==> src/rtl/cc_branch_ctrl.sv <==
// Condition-code and branch sequencer for the SLC-3 datapath.
// Drives NZP load timing, memory wait/timeout, and BR resolution to the PC mux.
module cc_branch_ctrl #(
  parameter int unsigned MEM_TIMEOUT = 16,
  parameter int unsigned TW          = 5
) (
  input  logic        Clk,
  input  logic        Reset,
  input  logic        Start,
  input  logic [15:0] IR,
  input  logic [2:0]  NZP,
  input  logic        Mem_R,
  output logic        LD_CC,
  output logic        LD_BEN,
  output logic        BEN,
  output logic        LD_PC,
  output logic        Branch_Taken,
  output logic        Busy,
  output logic        Done,
  output logic        Err
);

  typedef enum logic [2:0] {
    S_IDLE,
    S_DECODE,
    S_WAIT_MEM,
    S_SET_CC,
    S_BEN_EVAL,
    S_BR_RESOLVE,
    S_DONE
  } state_t;

  localparam logic [3:0] OP_BR  = 4'b0000;
  localparam logic [3:0] OP_ADD = 4'b0001;
  localparam logic [3:0] OP_LD  = 4'b0010;
  localparam logic [3:0] OP_AND = 4'b0101;
  localparam logic [3:0] OP_LDR = 4'b0110;
  localparam logic [3:0] OP_NOT = 4'b1001;
  localparam logic [3:0] OP_LDI = 4'b1010;
  localparam logic [3:0] OP_LEA = 4'b1110;

  localparam logic [TW-1:0] TMO_LAST = TW'(MEM_TIMEOUT - 1);

  state_t          state;
  logic [3:0]      op_q;
  logic [2:0]      cond_q;
  logic [TW-1:0]   tcnt;
  logic [1:0]      rd_cnt;
  logic [1:0]      rd_need;

  // Only the opcode and BR condition field are ever consulted.
  logic unused_ir;
  assign unused_ir = ^IR[8:0];

  always_ff @(posedge Clk) begin
    if (Reset) begin
      state        <= S_IDLE;
      op_q         <= '0;
      cond_q       <= '0;
      tcnt         <= '0;
      rd_cnt       <= '0;
      rd_need      <= '0;
      LD_CC        <= 1'b0;
      LD_BEN       <= 1'b0;
      BEN          <= 1'b0;
      LD_PC        <= 1'b0;
      Branch_Taken <= 1'b0;
      Busy         <= 1'b0;
      Done         <= 1'b0;
      Err          <= 1'b0;
    end else begin
      LD_CC        <= 1'b0;
      LD_BEN       <= 1'b0;
      LD_PC        <= 1'b0;
      Branch_Taken <= 1'b0;
      Done         <= 1'b0;

      case (state)
        S_IDLE: begin
          if (Start) begin
            op_q   <= IR[15:12];
            cond_q <= IR[11:9];
            Err    <= 1'b0;
            Busy   <= 1'b1;
            state  <= S_DECODE;
          end
        end

        S_DECODE: begin
          tcnt   <= '0;
          rd_cnt <= '0;
          case (op_q)
            OP_ADD, OP_AND, OP_NOT, OP_LEA: begin
              LD_CC <= 1'b1;
              state <= S_SET_CC;
            end
            OP_LD, OP_LDR: begin
              rd_need <= 2'd1;
              state   <= S_WAIT_MEM;
            end
            OP_LDI: begin
              rd_need <= 2'd2;
              state   <= S_WAIT_MEM;
            end
            OP_BR: begin
              // BEN resolves on the edge into BEN_EVAL so the registered
              // value is already valid while LD_BEN is high.
              BEN    <= |(cond_q & NZP);
              LD_BEN <= 1'b1;
              state  <= S_BEN_EVAL;
            end
            default: begin
              Done  <= 1'b1;
              state <= S_DONE;
            end
          endcase
        end

        S_WAIT_MEM: begin
          if (Mem_R) begin
            tcnt   <= '0;
            rd_cnt <= rd_cnt + 2'd1;
            if (rd_cnt + 2'd1 == rd_need) begin
              LD_CC <= 1'b1;
              state <= S_SET_CC;
            end
          end else if (tcnt == TMO_LAST) begin
            Err   <= 1'b1;
            Done  <= 1'b1;
            state <= S_DONE;
          end else begin
            tcnt <= tcnt + 1'b1;
          end
        end

        S_SET_CC: begin
          Done  <= 1'b1;
          state <= S_DONE;
        end

        S_BEN_EVAL: begin
          LD_PC        <= BEN;
          Branch_Taken <= BEN;
          state        <= S_BR_RESOLVE;
        end

        S_BR_RESOLVE: begin
          Done  <= 1'b1;
          state <= S_DONE;
        end

        S_DONE: begin
          Busy  <= 1'b0;
          state <= S_IDLE;
        end

        default: begin
          Busy  <= 1'b0;
          state <= S_IDLE;
        end
      endcase
    end
  end

endmodule

==> config.mk <==
export PLATFORM = sky130hd
export DESIGN_NAME = cc_branch_ctrl
export DESIGN_NICKNAME = d
export VERILOG_FILES = /design/src/rtl/cc_branch_ctrl.sv
export SDC_FILE = /design/constraint.sdc
export NUM_CORES = 1
export LEC_CHECK = 0
export CORE_UTILIZATION = 45
export DETAILED_ROUTE_END_ITERATION = 8
export PLACE_DENSITY = 0.75
export SLEW_MARGIN = 20
export SYNTH_ARGS = -nofsm -noshare
export SYNTH_HDL_FRONTEND = slang
export SYNTH_SLANG_ARGS = --single-unit
export TNS_END_PERCENT = 1
==> constraint.sdc <==
create_clock -name Clk -period 3.03 [get_ports Clk]
set_clock_uncertainty 0.15 [all_clocks]
set_input_delay 0.606 -clock Clk [delete_from_list [all_inputs] [get_ports Clk]]
set_output_delay 0.606 -clock Clk [all_outputs]
set_load 0.02 [all_outputs]
# After elaboration in Yosys (flattened, before gate mapping)

Cells that the tools add are included.

Reduce and logical (&&, ||, !) cells: 22
Mux-type cells: 27
Equality and inequality tests: 21
Add/sub/neg operators: 2
Bitwise logic cells: 4

Operators with widths:

| operator            | count |
|---|---|
| $pmux 3 s5          | 1 |
| $eq 4x4->1 const B  | 3 |
| $mux 3              | 4 |
| $reduce_and 2->1    | 6 |
| $mux 1              | 11 |
| $mux 5              | 2 |
| $pmux 5 s2          | 1 |
| $ne 3x3->1 const B  | 3 |
| $pmux 3 s3          | 1 |
| $eq 4x3->1 const B  | 2 |
| $ne 2x2->1 const B  | 4 |
| $pmux 2 s2          | 2 |
| $reduce_or 2->1     | 4 |
| $reduce_or 8->1     | 1 |
| $eq 3x2->1 const B  | 2 |
| $eq 3x3->1 const B  | 2 |
| $pmux 1 s2          | 3 |
| $reduce_bool 2->1   | 3 |
| $reduce_or 3->1     | 2 |
| $add 5x1->5 const B | 1 |
| $eq 5x4->1 const B  | 1 |
| $reduce_or 5->1     | 1 |
| $eq 4x1->1 const B  | 1 |
| $eq 4x2->1 const B  | 1 |
| 12 further kinds    | 14 |

Word-level logic and storage cells: 89
Flip-flop bits (word level): 26

# Logic depth before layout (Yosys ltp)

Depth after elaboration: 5
Depth in mapped cells: 7

# Worst setup path before layout

OpenSTA, ideal clock, no wires.

Path kind: register -> register
From: register tcnt[0]
To: register tcnt[4]
Cell stages (with the launch flop): 8
Data arrival time: 1.654 ns
Setup slack: 1.156 ns
Data required time: 2.810 ns
Buffers on the path: 0
Cells stage by stage: dfxtp_1 > ha_1 > and3_1 > ha_1 > nand2b_1 > a21oi_2 > or4_1 > a21oi_1

Longest elaborated chain between the ends: 4
Elaborated cells between the ends (all ways): 7

Ends and longest elaborated chain:

| element                | line | source |
|---|---|---|
| from (decl)            | 47   | `logic [TW-1:0] tcnt;` |
| from (signal assigned) | 132  | `tcnt <= tcnt + 1'b1;` |
| $add 5x1->5            | 132  |  |
| $mux 5                 | 127  | `end else if (tcnt == TMO_LAST) begin` |
| $mux 5                 | 120  | `if (Mem_R) begin` |
| $pmux 5 s2             | 78   | `case (state)` |

Parallel ways exist; a longest one is shown, timed or not. The select of a mux whose other input is x is not followed.
A chain may end at the register's enable or synchronous reset.

# Worst setup path in the final report

From: register BEN
To: output BEN

RTL lines:

| element                | line | source |
|---|---|---|
| from (decl)            | 15   | `output logic BEN,` |
| from (signal assigned) | 108  | `BEN <= \|(cond_q & NZP);` |

No word-level cell between the ends.

==> metrics.md <==
| Metric | Value |
|---|---|
| Status | `finished, final reports clean` |
| Tightest Hold Check Type | `flop to flop` |
| Fmax | `485 MHz` |
| Worst r2r path cells | `7` |
| Number of levels in the clock H-tree | `1` |
| Number of global-route vias before repair | `1069` |
| CTS clk-pin slew, worst paths | `0.14 ns` |
| Commonest non-fill, non-tap cell in the layout | `dfxtp_1` |
| Post-Syn Area | `1310 um^2` |
| Final min period | `2.06 ns` |
| Crit path max fanout | `3` |
| Tcrit/Tclk final | `68.0%` |
| Register area share after synthesis | `39.8%` |
| Ports | `31` |
| # setup viols final | `0` |
| Port Buffers | `21` |
| Syn_nets | `180` |
| Post-synthesis instance total | `155` |
| First-pass GRT wire length | `4540 um` |
| EDFF count, synth | `0` |
| Initial core utilization | `47.5%` |
| P_leak | `0.000566 uW` |
| Placed cell area | `1520 um^2` |
| Worst path bufs/invs | `1` |
| Clk buf depth | `2` |
| YS warnings | `0` |
| Post-DR wirelength/cell | `12.4 um` |
| Nets | `198` |
| Die span in y | `55.9 um` |
| DR pass1 iterations | `6` |
| Min-delay src | `cond_q[2]` |
| Main synth FF type | `dfxtp_1` |
| Crit end category | `primary output` |
| PD cells | `722 nW/um^2` |
| Remaining Overflow, GRT | `0` |
| Share of cells above drive strength 1 | `6.40%` |
| CP Class | `flop to primary output` |
| Unrepaired setup endpoints after global routing | `false` |
| Antenna-violating nets left | `0` |
| Slew at the pin closest to its max-slew limit | `0.863 ns` |
| DRT Wirelength | `2520 um` |
| Slowest cell delay on critical path | `0.61 ns` |
| Hold Crit Depth | `2` |
| Antenna violations before repair | `0` |
| Worst EP required | `2.27 ns` |
| TritonCTS Sinks | `26` |
| Most frequent cells in the layout | `dfxtp_1 (26), clkdlybuf4s50_1 (21), nand2_1 (20), a21oi_1 (16), nor2_1 (11)` |
| Die area | `3130 um^2` |
| Diode count | `0` |
| Hold-fix buffers, CTS | `0` |
| Slew HR | `42.4%` |
| Layout Area Growth over Synthesis | `18.6%` |
| Core Region | `2760 um^2` |
| Slew Viols, Final | `0` |
| CTS tree | `done` |
| Worst skew pair latency | `0.32 ns` |
| CP delay by family, top | `buffers and inverters` |
| DR vias/cell | `5.60` |
| Crit path DAT | `1.30 ns` |
| Count of cell types in the netlist | `49` |
| Via Count | `1137` |
| FP Rows | `19` |
| Worst path slowest cell | `clkdlybuf4s50_1` |
| Routability cong. | `0.822` |
| Syn Area/Cell | `8.44 um^2` |
| Post-CTS Setup Inserts | `0` |
| Root Buffer | `clkbuf_4` |
| Critical-path cell list | `clkdlybuf4s50_1` |
| R2r endpoint | `tcnt[4]` |
| Startpoint Class | `flop` |
| Number of synthesized register bits | `26` |
| Hold Crit Endpoint | `cond_q[2]` |
| Synth async-reset ratio | `0%` |
| Initial DRC count | `20` |
| Maximum vdd drop | `0.465 mV` |
| Post-DP HPWL | `1890 um` |
| CTS Buf Count | `3` |
| # fillers | `264` |
| Largest net degree at the start of global routing | `28` |
| Die W | `55.9 um` |
| Post-CTS sizing | `0` |
| DR DRC count | `0` |
| Gr usage total | `18.1%` |
| Setup TNS | `0 ns` |
| R2R Path Start | `tcnt[0]` |
| Max Cap Violations | `0` |
| Post-route cell area | `1550 um^2` |
| Reg2Reg Setup Slack | `0.98 ns` |
| Hold Vio Cnt, Final | `0` |
[cell families (layout without fill, tap and decap cells)]
family,after synthesis,count (layout),synth area share [%]
AND/OR/NAND/NOR,67,67,29.2
XOR/XNOR,1,1,0.669
adder cells (fa/ha/maj),2,2,1.91
flip-flops,26,26,39.8
multiplexers,2,2,1.63
buffers and inverters,14,31,5.16
AO/OA/AOI/OAI,43,43,21.7
[sequential cells by signal, summed over array words and instances, names as in the netlist, 2 cells and up]
register	count
rd_cnt	2
rd_need	2
op_q	4
state	3
tcnt	5
cond_q	3
[Yosys cell counts (2+ instances only)]
master | count | area [um^2]
a311oi_1 | 2 | 17.5
and3_1 | 2 | 12.5
nand2_1 | 20 | 75.1
a21o_1 | 2 | 15.0
buf_2 | 3 | 15.0
a21oi_1 | 16 | 80.1
nand2b_1 | 5 | 31.3
nor4b_2 | 2 | 30.0
o21ai_1 | 5 | 25.0
nor2_1 | 11 | 41.3
or3_1 | 2 | 12.5
nor2b_1 | 5 | 31.3
dfxtp_1 | 26 | 521
ha_1 | 2 | 25.0
or4_1 | 5 | 37.5
o31ai_1 | 2 | 15.0
nand3_1 | 3 | 15.0
inv_1 | 4 | 15.0
a21boi_1 | 2 | 15.0
clkbuf_1 | 3 | 11.3
nand3b_1 | 4 | 30.0
nor3b_1 | 2 | 15.0
[routing by layer]
metal / share of wire (%) / vias to the layer above / GRT usage [%]
li1: - / 594 / -
met1: 46 / 523 / 22.9
met3: 2.3 / 5 / 2.79
met2: 50 / 15 / 32.0
met5: 0 / - / 0
met4: 1.3 / 0 / 5.23
[worst max-delay path by stage]
| stage | end | slack (ns) | start | cells after the start |
|---|---|---|---|---|
| 3_3_place_gp | tcnt[4] | 0.70 | Mem_R | 5 |
| 4_1_cts | Busy | 0.95 | Busy | 1 |
| 5_1_grt | tcnt[4] | 0.78 | state[1] | 4 |
| 2_1_floorplan | tcnt[4] | 1.16 | tcnt[0] | 7 |
| 6_report | BEN | 0.97 | BEN | 1 |
| 3_5_place_dp | tcnt[4] | 0.67 | Mem_R | 5 |
[through the flow]
stage | hold WS, ns | utilization, % | worst slack, ns | std cells | total power, uW
after floorplan | 0.286 | - | 1.16 | 155 | 851
final | 0.318 | 56.3 | 0.969 | 203 | 1120
after CTS | 0.322 | 56.3 | 0.952 | 203 | 1130
after detailed placement | 0.304 | 55.0 | 0.672 | 199 | 956
after global routing | 0.347 | 56.3 | 0.781 | 203 | 1220
after global placement | 0.298 | 55.0 | 0.699 | 199 | 941
[report_power, final]
part,internal (uW),total [uW],switching (uW)
Sequential,402,528,126
Clock,73.5,173,99.2
Combinational,211,421,210
[cell type report]
| class | instances | area [um^2] | area share [%] |
|---|---|---|---|
| clock buffer | 4 | 36.3 | 2.34 |
| sequential | 26 | 520 | 33.5 |
| tap | 31 | 38.8 | 2.50 |
| inverter | 5 | 18.8 | 1.21 |
| multi-input combinational | 115 | 721 | 46.4 |
| timing repair buffer | 22 | 218 | 14.0 |
Note: power is estimated with default switching activity, not from simulation.
